File: src/rtl/dcache_controller_if.sv
// CPU data port and 32-bit block memory port of the direct-mapped data cache.
// The master side is the cpu plus memory environment; the slave side is the cache.
interface dcache_controller_if;
  logic        read;
  logic        write;
  logic [7:0]  address;
  logic [7:0]  writedata;
  logic [7:0]  readdata;
  logic        busywait;
  logic        mem_read;
  logic        mem_write;
  logic [5:0]  mem_address;
  logic [31:0] mem_writedata;
  logic [31:0] mem_readdata;
  logic        mem_busywait;

  modport master (
    output read, write, address, writedata, mem_readdata, mem_busywait,
    input  readdata, busywait, mem_read, mem_write, mem_address, mem_writedata
  );

  modport slave (
    input  read, write, address, writedata, mem_readdata, mem_busywait,
    output readdata, busywait, mem_read, mem_write, mem_address, mem_writedata
  );
endinterface

File: src/rtl/dcache_controller.sv
// Direct-mapped, write-back, write-allocate data cache controller (4-byte blocks).
// Define DCACHE_STATS_EN to add saturating hit_count/miss_count outputs.
module dcache_controller #(
  parameter int unsigned INDEX_BITS = 3
) (
  input  logic               CLK,
  input  logic               RESET,
`ifdef DCACHE_STATS_EN
  output logic [15:0]        hit_count,
  output logic [15:0]        miss_count,
`endif
  dcache_controller_if.slave bus
);
  localparam int unsigned TAG_BITS = 8 - 2 - INDEX_BITS;
  localparam int unsigned NBLK     = 1 << INDEX_BITS;

  typedef enum logic [1:0] {IDLE, WRITEBACK, FETCH, UPDATE} state_t;

  state_t                state;
  logic [NBLK-1:0]       valid;
  logic [NBLK-1:0]       dirty;
  logic [TAG_BITS-1:0]   tags   [NBLK];
  logic [31:0]           blocks [NBLK];

  logic [TAG_BITS-1:0]   req_tag;
  logic [INDEX_BITS-1:0] req_idx;
  logic [1:0]            req_off;
  logic                  request;
  logic                  hit;

  logic [TAG_BITS-1:0]   miss_tag;
  logic [INDEX_BITS-1:0] miss_idx;
  logic [31:0]           fill_q;
  logic                  mem_read_q;
  logic                  mem_write_q;
  logic                  busy_q;
  logic [5:0]            mem_address_q;
  logic [31:0]           mem_writedata_q;

  assign req_tag = bus.address[7 -: TAG_BITS];
  assign req_idx = bus.address[2 +: INDEX_BITS];
  assign req_off = bus.address[1:0];
  assign request = bus.read | bus.write;
  assign hit     = valid[req_idx] && (tags[req_idx] == req_tag);

  // busy_q covers the miss states; the IDLE term stalls in the same cycle a miss is seen
  assign bus.busywait      = busy_q | ((state == IDLE) & request & ~hit);
  assign bus.readdata      = blocks[req_idx][{req_off, 3'b000} +: 8];
  assign bus.mem_read      = mem_read_q;
  assign bus.mem_write     = mem_write_q;
  assign bus.mem_address   = mem_address_q;
  assign bus.mem_writedata = mem_writedata_q;

  always_ff @(posedge CLK) begin
    if (RESET) begin
      state       <= IDLE;
      valid       <= '0;
      dirty       <= '0;
      mem_read_q  <= 1'b0;
      mem_write_q <= 1'b0;
      busy_q      <= 1'b0;
`ifdef DCACHE_STATS_EN
      hit_count   <= '0;
      miss_count  <= '0;
`endif
    end else begin
      case (state)
        IDLE: begin
          if (request && !hit) begin
            // miss target is latched so an illegally dropped request still installs
            miss_tag <= req_tag;
            miss_idx <= req_idx;
            busy_q   <= 1'b1;
`ifdef DCACHE_STATS_EN
            if (miss_count != '1) miss_count <= miss_count + 16'd1;
`endif
            if (valid[req_idx] && dirty[req_idx]) begin
              state           <= WRITEBACK;
              mem_write_q     <= 1'b1;
              mem_address_q   <= {tags[req_idx], req_idx};
              mem_writedata_q <= blocks[req_idx];
            end else begin
              state         <= FETCH;
              mem_read_q    <= 1'b1;
              mem_address_q <= {req_tag, req_idx};
            end
          end else if (request) begin
`ifdef DCACHE_STATS_EN
            if (hit_count != '1) hit_count <= hit_count + 16'd1;
`endif
            if (bus.write) begin
              blocks[req_idx][{req_off, 3'b000} +: 8] <= bus.writedata;
              dirty[req_idx]                          <= 1'b1;
            end
          end
        end
        WRITEBACK: begin
          if (!bus.mem_busywait) begin
            state         <= FETCH;
            mem_write_q   <= 1'b0;
            mem_read_q    <= 1'b1;
            mem_address_q <= {miss_tag, miss_idx};
          end
        end
        FETCH: begin
          if (!bus.mem_busywait) begin
            state      <= UPDATE;
            mem_read_q <= 1'b0;
            fill_q     <= bus.mem_readdata;
          end
        end
        UPDATE: begin
          state            <= IDLE;
          busy_q           <= 1'b0;
          blocks[miss_idx] <= fill_q;
          tags[miss_idx]   <= miss_tag;
          valid[miss_idx]  <= 1'b1;
          dirty[miss_idx]  <= 1'b0;
        end
        default: state <= IDLE;
      endcase
    end
  end
endmodule

File: src/flat_wrapper.sv
// flat-port wrapper written by rule: the top's interface ports become plain ports
module dcache_controller_flat 
#(
  parameter int unsigned INDEX_BITS = 3
)
  (CLK, RESET, bus_read, bus_write, bus_address, bus_writedata, bus_mem_readdata, bus_mem_busywait, bus_readdata, bus_busywait, bus_mem_read, bus_mem_write, bus_mem_address, bus_mem_writedata);
  dcache_controller_if bus_i ();
  input  logic CLK;
  input  logic RESET;
  input wire logic [$bits(bus_i.read)-1:0] bus_read;
  input wire logic [$bits(bus_i.write)-1:0] bus_write;
  input wire logic [$bits(bus_i.address)-1:0] bus_address;
  input wire logic [$bits(bus_i.writedata)-1:0] bus_writedata;
  input wire logic [$bits(bus_i.mem_readdata)-1:0] bus_mem_readdata;
  input wire logic [$bits(bus_i.mem_busywait)-1:0] bus_mem_busywait;
  output wire logic [$bits(bus_i.readdata)-1:0] bus_readdata;
  output wire logic [$bits(bus_i.busywait)-1:0] bus_busywait;
  output wire logic [$bits(bus_i.mem_read)-1:0] bus_mem_read;
  output wire logic [$bits(bus_i.mem_write)-1:0] bus_mem_write;
  output wire logic [$bits(bus_i.mem_address)-1:0] bus_mem_address;
  output wire logic [$bits(bus_i.mem_writedata)-1:0] bus_mem_writedata;
  assign bus_i.read = bus_read;
  assign bus_i.write = bus_write;
  assign bus_i.address = bus_address;
  assign bus_i.writedata = bus_writedata;
  assign bus_i.mem_readdata = bus_mem_readdata;
  assign bus_i.mem_busywait = bus_mem_busywait;
  assign bus_readdata = bus_i.readdata;
  assign bus_busywait = bus_i.busywait;
  assign bus_mem_read = bus_i.mem_read;
  assign bus_mem_write = bus_i.mem_write;
  assign bus_mem_address = bus_i.mem_address;
  assign bus_mem_writedata = bus_i.mem_writedata;
  dcache_controller #(.INDEX_BITS(INDEX_BITS)) u_core (.CLK(CLK), .RESET(RESET), .bus(bus_i));
endmodule
File: config.mk
export PLATFORM = sky130hd
export DESIGN_NAME = dcache_controller_flat
export DESIGN_NICKNAME = d
export VERILOG_FILES = /design/src/rtl/dcache_controller_if.sv /design/src/rtl/dcache_controller.sv /design/src/flat_wrapper.sv
export SDC_FILE = /design/constraint.sdc
export NUM_CORES = 1
export LEC_CHECK = 0
export ABC_AREA = 1
export BUFFER_PORTS_ARGS = -buffer_cell sky130_fd_sc_hd__buf_2
export CORE_AREA = 4 4 159 161
export DETAILED_ROUTE_END_ITERATION = 7
export DIE_AREA = 0 0 163 165
export PLACE_DENSITY = 0.85
export SLEW_MARGIN = 25
export SYNTH_ARGS = -nofsm -noshare
export SYNTH_HDL_FRONTEND = slang
export SYNTH_SLANG_ARGS = --single-unit
File: constraint.sdc
create_clock -name CLK -period 10.4 [get_ports CLK]
set_clock_uncertainty 0.1 [all_clocks]
set_input_delay 0 -clock CLK [delete_from_list [all_inputs] [get_ports CLK]]
set_output_delay 0 -clock CLK [all_outputs]
set_load 0.01 [all_outputs]
==> key figures <==
Outcome
  – Status: complete, no violations

Routing
  – Vias: about 11000
  – Total Wirelength: roughly 40 mm
  – DR iter-0 viols: ~2000
  – Detailed-route wire length per cell: around 23 um
  – Drt via density: ~6.3
  – ANT nets after route: 0
  – Drt pass-1 iters: 6
  – Remaining DRCs: 0

Synthesis
  – Mean area per synthesized cell: between 10 and 15 um^2
  – Post-Syn Nets: 1272
  – Post-synth EDFFs: about 360
  – YS warnings: 0
  – Main combinational cell family by area after synthesis: simple AND/OR/NAND/NOR gates
  – Mapped Cells: between 1000 and 1500
  – Synth async-reset ratio: 0%
  – Synth Area in Simple Gates: between 10% and 20%
  – Cell type with the largest total area after synthesis: edfxtp_1
  – Post-Synth Adder-Cell Area: less than 1%
  – Cell area after synthesis: between 0.015 and 0.02 mm^2
  – Top-count cell post-synth: edfxtp_1
  – Synth cell types: 39
  – Share of the synthesized area in the top cell type: between 70% and 80%
  – Multiplexer share of the synthesized area: 0%
  – Synthesis-stage register bit count: between 300 and 400
  – Synth top cells by count: edfxtp_1 (356), nand2_1 (281), inv_1 (98)
  – Main area contributors after synthesis: edfxtp_1 (70%), nand2_1 (6.9%), dfxtp_1 (2.8%), o21ai_0 (2.6%), inv_1 (2.4%)
  – Top FF cell, synth: edfxtp_1
  – Register area share after synthesis: between 70 and 80%
  – Synth Area in Compound Gates: about a tenth
  – Post-Synth XOR/XNOR Area: 0%

Floorplan
  – Die Area: 0.0269 mm^2
  – Die X-Extent: between 150 and 200 um
  – Chip height: around 170 um
  – Row count: 57
  – Core area: ~0.024 mm^2
  – Starting Density: a little under two thirds
  – Ports: just over 100

Placed design
  – PortBufs: slightly above 100
  – Setup WS pre-CTS: about 6.3 ns
  – DP HPWL: ~26 mm
  – Final RePlAce weighted congestion: 0.976

Clock network
  – Post-CTS setup buffers: 0
  – Clk slew on worst S/H paths: ~0.060 ns
  – CTS Buf Count: 36
  – Root buffer cell: clkbuf_16
  – CTS tree: built
  – Bufs on Longest Clock Path: 3
  – Clock Latency Late Sink: roughly 0.52 ns
  – CTS H-tree depth: 2
  – Clock sink count: 377

Finish
  – Area occupied by multi-input gates: roughly 0.0035 mm^2
  – Fillers: ~1500
  – Nets: 1423
  – Register Area: roughly 0.011 mm^2
  – Share of layout cells above drive strength 1: 15.1%
  – Layout area overhead: 15.4%

Power and ir drop
  – Internal power: around 0.0025 W
  – Comb pwr share: 12.4%
  – Power Total: between 0.003 and 0.004 W
  – PwrDens: between 150 and 200 mW/mm^2
  – Switching share of total power: between 20% and 30%
  – Clock share of power: between 30% and 40%
  – Peak supply drop: roughly 150 uV
  – Leakage: approximately 6.4 nW
  – Sequential power share: 52.1%
  – Sw Pwr: approximately 0.00086 W

Hold path
  – Hold crit path type: input pin to register

Global routing
  – Grt ovf: 0
  – Largest net degree at the start of global routing: between 40 and 50
  – Initial antenna violation count: 1
  – Global-route wire length before repair: between 60 and 70 mm
  – Tot GR Track Use: a little under a third
  – Vias in the first global route: 10276

STA
  – Fmax: 223 MHz
  – Slew HR: a little under a third
  – Final setup fails: 0
  – Setup TNS: 0 ns
  – Min Tclk post-route: between 4 and 5 ns
  – Setup ws final: between 5 and 6 ns
  – Slew Viols, Final: 0
  – Worst-Margin Slew: 1.03 ns
  – Final period util: between 40% and 50%
  – Unrepaired setup endpoints after global routing: false
  – Hold Fails Final Rpt: 0

Setup path
  – Crit path DAT: about 4.5 ns
  – CP Max Fanout: 43
  – WP data required: 10.43 ns
  – Critical setup path kind: register to register
  – Reg2reg setup slack: ~6 ns
  – Worst setup SP type: register
  – Crit end category: register

Run
  – Max_cap viols: 0
## per-stage QoR
stage	util, %	area (um^2)	hold WS, ns	instances
2_1_floorplan	-	15200	-0.00113	1210
3_3_place_gp	67.1	16100	0.0760	1604
3_5_place_dp	67.1	16100	0.0781	1604
4_1_cts	73.4	17600	0.0419	1712
5_1_grt	73.4	17600	0.0622	1713
6_report	73.4	17600	0.0365	1713
## final timing paths
| check | startpoint | to | cells after the start |
|---|---|---|---|
| max reg2reg | u_core.state[1] | u_core.blocks[1][27] | 10 |
| min reg2reg | u_core.valid[1] | u_core.valid[1] | 2 |
| min | bus_writedata[4] | u_core.blocks[4][4] | 3 |
| max | u_core.state[1] | u_core.blocks[1][27] | 10 |
## final cells by class
class                           count  area share (%)
Sequential cell                   377            63.2
Multi-Input combinational cell    678            20.0
Timing Repair Buffer              164            6.18
Clock buffer                       50            5.66
Tap cell                          324            2.31
Inverter                          104            2.22
Clock inverter                     15           0.470
Antenna cell                        1          0.0142
## per-layer routing
metal  track usage, %  wire [um]  up-vias
li1                 -          -     4646
met1             39.6      14000     5028
met2             48.7      18900      932
met3             7.19       4900      166
met4             13.7       2140        0
met5                0          0        -
## layout by cell type, fill, tap and decap left out, drive strengths merged, types with 14 or more instances in the layout
| master | instances |
|---|---|
| a21oi | 46 |
| a221oi | 24 |
| a22oi | 27 |
| buf | 121 |
| clkbuf | 50 |
| dfxtp | 21 |
| dlygate4sd3 | 43 |
| edfxtp | 356 |
| inv | 104 |
| nand2 | 292 |
| nand3 | 51 |
| nand4 | 26 |
| nor2 | 67 |
| o21ai | 79 |
| o22ai | 14 |
## logic make-up after synthesis
logic type,after synthesis
buf+inv,155
compound gates,224
simple gates,445
fa+ha+maj,9
flops,377
## critical path, stage by stage (launching register included)
cell	delay, ns
dfxtp_1	0.37
ha_1	0.39
inv_1	0.21
nor2_2	0.12
buf_4	0.37
clkinv_1	0.60
o21ai_0	0.59
inv_1	0.11
nor2_1	0.14
nand2_1	0.28
a21oi_1	0.78
## sequential cells by signal, summed over array words and instances, names as in the netlist, 3 cells and up
name	cells
u_core.bus.mem_address	6
u_core.valid	8
u_core.fill_q	32
u_core.bus.mem_writedata	32
u_core.blocks	256
u_core.dirty	8
u_core.miss_tag	3
u_core.miss_idx	3
u_core.tags	24
## power groups by stage
| stage | clock network (W) | registers [W] | logic [W] |
|---|---|---|---|
| final | 0.00121 | 0.00177 | 0.000421 |
| after global routing | 0.00128 | 0.00177 | 0.000460 |
| after CTS | 0.00120 | 0.00177 | 0.000410 |
| after detailed placement | 0 | 0.00180 | 0.000390 |
| after global placement | 0 | 0.00179 | 0.000379 |
| after floorplan | 0 | 0.00180 | 0.000249 |
## timing repair
item	in CTS	in global routing
hold buffers	43	0
endpoints found under the hold margin	59	0
gates resized for setup	0	0
Note: power is estimated with default switching activity, not from simulation.
